<file path="src/rtl/spi_pkg.sv">
// Shared types and constants for the SPI byte serializer.
// The bit order is selected at build time by SERIALIZER_LSB_FIRST_EN (see spi_shift_reg).
package spi_pkg;

    // Default word width in bits.
    localparam int SPI_DATA_WIDTH = 8;

    // Serializer control states.
    typedef enum logic [1:0] {
        IDLE  = 2'd0,
        LOAD  = 2'd1,
        SHIFT = 2'd2
    } spi_state_e;

endpackage

</file>
<file path="src/rtl/spi_shift_reg.sv">
// Parallel-load, one-bit-per-step shift register with serial output.
// Macro SERIALIZER_LSB_FIRST_EN: defined -> bit 0 leaves first (shift right);
// undefined -> bit DATA_WIDTH-1 leaves first (shift left).
module spi_shift_reg
    import spi_pkg::*;
#(
    parameter int DATA_WIDTH = SPI_DATA_WIDTH
) (
    input  logic                  clk,
    input  logic                  rst,
    input  logic                  load_i,
    input  logic                  shift_i,
    input  logic                  clear_i,
    input  logic [DATA_WIDTH-1:0] data_i,
    output logic                  sout_o
);

    logic [DATA_WIDTH-1:0] sr_q;
    logic [DATA_WIDTH-1:0] sr_d;

    // Next contents: clear wins over load, load wins over shift.
    always_comb begin
        sr_d = sr_q;
        if (clear_i) begin
            sr_d = '0;
        end else if (load_i) begin
            sr_d = data_i;
        end else if (shift_i) begin
`ifdef SERIALIZER_LSB_FIRST_EN
            sr_d = sr_q >> 1;
`else
            sr_d = sr_q << 1;
`endif
        end
    end

    // Register update with synchronous reset.
    always_ff @(posedge clk) begin
        if (rst) begin
            sr_q <= '0;
        end else begin
            sr_q <= sr_d;
        end
    end

    // The bit currently on the wire is the one at the outgoing end.
`ifdef SERIALIZER_LSB_FIRST_EN
    assign sout_o = sr_q[0];
`else
    assign sout_o = sr_q[DATA_WIDTH-1];
`endif

endmodule

</file>
<file path="src/rtl/spi_byte_serializer.sv">
// SPI master-side word serializer: streams memData words onto mosi under cs_n,
// driven by one-clk strobes marking the serial-clock edges.
// Bit order follows macro SERIALIZER_LSB_FIRST_EN (handled in spi_shift_reg);
// all timing is identical in both builds.
module spi_byte_serializer
    import spi_pkg::*;
#(
    parameter int DATA_WIDTH = SPI_DATA_WIDTH,
    parameter int CNT_WIDTH  = 16
) (
    input  logic                  clk,
    input  logic                  rst,
    input  logic                  sclkPosEdge,
    input  logic                  sclkNegEdge,
    input  logic                  txEn,
    input  logic [DATA_WIDTH-1:0] memData,
    output logic                  mosi,
    output logic                  cs_n,
    output logic                  wordDone,
    output logic [CNT_WIDTH-1:0]  wordCount
);

    localparam int             BCW      = $clog2(DATA_WIDTH + 1);
    localparam logic [BCW-1:0] BIT_LAST = BCW'(DATA_WIDTH);

    spi_state_e           state_q, state_d;
    logic [BCW-1:0]       bit_cnt_q, bit_cnt_d;
    logic [CNT_WIDTH-1:0] word_cnt_q, word_cnt_d;
    logic                 word_done_q, word_done_d;
    logic                 cs_n_q, cs_n_d;

    logic sr_load;
    logic sr_shift;
    logic sr_clear;
    logic sr_out;
    logic neg_only;

    // A coincident pos/neg strobe is treated as a posedge alone.
    assign neg_only = sclkNegEdge & ~sclkPosEdge;

    // Next-state, counters and shift-register controls.
    always_comb begin
        state_d     = state_q;
        bit_cnt_d   = bit_cnt_q;
        word_cnt_d  = word_cnt_q;
        word_done_d = 1'b0;
        cs_n_d      = cs_n_q;
        sr_load     = 1'b0;
        sr_shift    = 1'b0;
        sr_clear    = 1'b0;

        case (state_q)
            IDLE: begin
                cs_n_d = 1'b1;
                if (neg_only && txEn) begin
                    state_d = LOAD;
                    cs_n_d  = 1'b0;
                end
            end

            LOAD: begin
                // Word is captured here and only here; first bit appears next cycle.
                sr_load   = 1'b1;
                bit_cnt_d = '0;
                cs_n_d    = 1'b0;
                state_d   = SHIFT;
            end

            SHIFT: begin
                if (sclkPosEdge) begin
                    // Slave samples mosi on this edge; mosi itself holds.
                    if (bit_cnt_q != BIT_LAST) begin
                        bit_cnt_d = bit_cnt_q + 1'b1;
                    end
                end else if (sclkNegEdge) begin
                    if (bit_cnt_q == BIT_LAST) begin
                        // Word boundary: the only point where txEn is consulted.
                        word_done_d = 1'b1;
                        word_cnt_d  = word_cnt_q + 1'b1;
                        sr_clear    = 1'b1;
                        if (txEn) begin
                            state_d = LOAD;
                            cs_n_d  = 1'b0;
                        end else begin
                            state_d = IDLE;
                            cs_n_d  = 1'b1;
                        end
                    end else begin
                        sr_shift = 1'b1;
                    end
                end
            end

            default: begin
                state_d = IDLE;
                cs_n_d  = 1'b1;
            end
        endcase
    end

    // State and counter registers with synchronous reset.
    always_ff @(posedge clk) begin
        if (rst) begin
            state_q     <= IDLE;
            bit_cnt_q   <= '0;
            word_cnt_q  <= '0;
            word_done_q <= 1'b0;
            cs_n_q      <= 1'b1;
        end else begin
            state_q     <= state_d;
            bit_cnt_q   <= bit_cnt_d;
            word_cnt_q  <= word_cnt_d;
            word_done_q <= word_done_d;
            cs_n_q      <= cs_n_d;
        end
    end

    // Data path; cleared at each word end so mosi idles at 0 outside a word.
    spi_shift_reg #(
        .DATA_WIDTH(DATA_WIDTH)
    ) u_shift_reg (
        .clk    (clk),
        .rst    (rst),
        .load_i (sr_load),
        .shift_i(sr_shift),
        .clear_i(sr_clear),
        .data_i (memData),
        .sout_o (sr_out)
    );

    assign mosi      = sr_out;
    assign cs_n      = cs_n_q;
    assign wordDone  = word_done_q;
    assign wordCount = word_cnt_q;

endmodule

</file>
<file path="config.mk">
export PLATFORM = sky130hd
export DESIGN_NAME = spi_byte_serializer
export DESIGN_NICKNAME = d
export VERILOG_FILES = /design/src/rtl/spi_pkg.sv /design/src/rtl/spi_shift_reg.sv /design/src/rtl/spi_byte_serializer.sv
export SDC_FILE = /design/constraint.sdc
export NUM_CORES = 1
export LEC_CHECK = 0
export ABC_AREA = 1
export CORE_MARGIN = 3
export CORE_UTILIZATION = 46
export CTS_CLUSTER_SIZE = 24
export DETAILED_ROUTE_END_ITERATION = 10
export PLACE_DENSITY = 0.75
export SYNTH_ARGS = -nofsm -noshare
export SYNTH_HDL_FRONTEND = slang
export SYNTH_SLANG_ARGS = --single-unit
</file>
<file path="constraint.sdc">
create_clock -name clk -period 1.46 [get_ports clk]
set_clock_uncertainty 0.15 [all_clocks]
set_input_delay 0.292 -clock clk [delete_from_list [all_inputs] [get_ports clk]]
set_output_delay 0.292 -clock clk [all_outputs]
set_load 0.01 [all_outputs]
</file>
==> metrics.txt <==
Leak roughly 1.1 nW; Tot Pwr between 1.5 and 2 mW; fraction of registers with async set/reset 0; post-synthesis cell count 254; Non-Filler Instances ~370; status complete, but fails checks; Warnings, synthesis 0; First-pass DRT Iterations 5; First DRT Iteration DRCs about 120; PwrDens 709 nW/um^2; Mapped Area about 1700 um^2; # IOs 32; largest net degree at the start of global routing 21; vias about 1.8k; clock latency on the worst-skew pair about 340 ps; antenna violations before repair 0; Mapped Avg Cell Area around 6.6 um^2; setup ws final -95.0 ps; Root Buffer clkbuf_4; Setup Viol. Count Final 25; worst min path class reg -> reg; CTS H-Tree Depth 2; cell taking the most area after synthesis dfxtp_1; PortBufs 31; most numerous cell in the Yosys netlist nand2_1; Max FO, Critical Path 8; TritonCTS clock tree yes; peak supply drop 0.478 mV; clock sink count 32; Placed Cells ~360; clock slew at reported path FFs 110 ps; critical path class reg -> reg; Die ar. 4400 um^2; final wirelength between 4 and 5 mm; crit share post-route 1.07; starting density of the core 0.490; vias in the first global route approximately 1.6k; crit start category flip-flop; WL/cell about 11 um; Worst Path Required about 1600 ps; TritonCTS Buffers 5; row cnt 21; Reg-to-Reg Start bit_cnt_q[1]; hold wc startpoint wordCount[4]; register area share after synthesis 0.383; top cell type's share of synthesized area 0.383; slew of the pin with the lowest slew margin between 200 and 300 ps; GPL Wtd Cong 0.801; post-detailed-route via-to-cell ratio about 5; worst path arrival time 1650 ps; failing checks negative setup slack; Post-synth EDFFs 0; Worst slew margin 0.825; fin crit period around 1600 ps; grt ovf 0; Final ANT Viol Nets 0; Mapped Nets between 200 and 300; Residual DRC 0; CORE AREA between 3000 and 4000 um^2; Tot GR Track Use 0.207; CTS Hold Bufs 0; Crit. Startpoint bit_cnt_q[1]; top post-synthesis cells by count 81 x nand2_1, 32 x dfxtp_1, 28 x nor2_1; Area contributors post-synth dfxtp_1 38%, nand2_1 18%, nand3_1 8.1%; final core utilization 0.725; ys flop type dfxtp_1; CP endpoint kind flip-flop; RSZ-0062 raised after global routing yes; Die Height between 60 and 70 um; Fmax achieved about 0.64 GHz; first-pass GRT wire length 6.96 mm; Netlist cell types 24; DIE WIDTH 66.3 um; pins over their slew limit 0; # diodes 0; Final Hold Viols 0; Seq cells post-synth 32; Synth-to-Final Area Change 47.8%; Max Cap Viol 0; nets@finish roughly 340; share of cells above drive strength 1 0.314; Post-DP HPWL 2.87 mm; clock buffer depth 2
[per-layer routing]
layer | GRT usage | vias up | routed length [um]
met5 | 0 | - | 0
met4 | 0.104 | 0 | 99
met3 | 0.0493 | 13 | 152
met2 | 0.346 | 38 | 2050
met1 | 0.244 | 801 | 1880
li1 | - | 946 | -
[state kept, by name (all words and copies together), names as in the netlist]
signal            count
wordDone              1
state_q               2
cs_n                  1
bit_cnt_q             4
u_shift_reg.sr_q      8
wordCount            16
[stage by stage]
| stage | instance area, um^2 | hold WS [ps] | setup WS, ps | TNS [ps] |
|---|---|---|---|---|
| final | 2470 | 323 | -95.0 | -964 |
| after global routing | 2470 | 355 | -155 | -2990 |
| after CTS | 2400 | 331 | -122 | -679 |
| after detailed placement | 2230 | 325 | -367 | -8830 |
| after global placement | 2230 | 323 | -326 | -8240 |
| after floorplan | 1690 | 211 | 4.48 | 0 |
[path summary, 6_finish.rpt]
| kind | to | slack, ps | cells after the start |
|---|---|---|---|
| worst max-delay path | wordCount[9] | -90 | 9 |
| worst min-delay path | wordCount[4] | 320 | 2 |
| worst max register to register | wordCount[9] | -90 | 9 |
| worst min register to register | wordCount[4] | 320 | 2 |
[logic make-up (layout without fill, tap and decap cells)]
group,after synthesis,count (layout),synth area share
flip-flops,32,32,0.383
AND/OR/NAND/NOR,155,156,0.417
buffers and inverters,33,100,0.0837
adder cells (fa/ha/maj),3,3,0.0224
AO/OA/AOI/OAI,31,31,0.0942
[power by group]
part | leakage, nW | switching (mW) | internal [mW] | total (mW)
Clock | 0.0380 | 0.319 | 0.229 | 0.548
Sequential | 0.264 | 0.0164 | 0.891 | 0.908
Combinational | 0.787 | 0.170 | 0.129 | 0.299
[area by class of cell]
cell class	count	area, um^2
fillers	299	941
repair buffers	63	536
well taps	46	57.6
multi-input cells	190	1050
clock buffers	6	51.3
inverters	29	111
clock inverters	2	10.0
flip-flops and latches	32	654
[worst max-delay path, cell delays in order, from the launching register on]
cell     delay [ps]
dfxtp_2         340
inv_2            60
ha_4            140
nand2_2          60
nor2_4          160
nand3_4         130
nor2_4          210
nand3_1          90
nand2_1          70
nor2_1           40
[timing repair]
| action | 4_1_cts | 5_1_grt |
|---|---|---|
| cloned | 1 | 0 |
| resized for setup | 56 | 24 |
| setup endpoints to repair | 45 | 36 |
| pin swaps | 15 | 19 |
| setup buffers | 2 | 2 |
| endpoints found under the hold margin | 0 | 0 |
[layout by cell type, fill, tap and decap left out, types with 3 or more instances in the layout]
| master | count |
|---|---|
| nand2_1 | 72 |
| buf_4 | 29 |
| nor2_1 | 25 |
| nand3_1 | 23 |
| dfxtp_1 | 21 |
| inv_1 | 20 |
| dlygate4sd2_1 | 17 |
| a21oi_1 | 16 |
| dfxtp_2 | 11 |
| clkdlybuf4s50_1 | 11 |
| nand2_2 | 9 |
| nor2_4 | 8 |
| inv_2 | 7 |
| nand3_2 | 5 |
| a21oi_2 | 5 |
| clkbuf_4 | 5 |
| nand2_4 | 4 |
| o21ai_0 | 4 |
| nor3_1 | 3 |
| o21ai_1 | 3 |
| buf_6 | 3 |
Note: power is estimated with default switching activity, not from simulation.
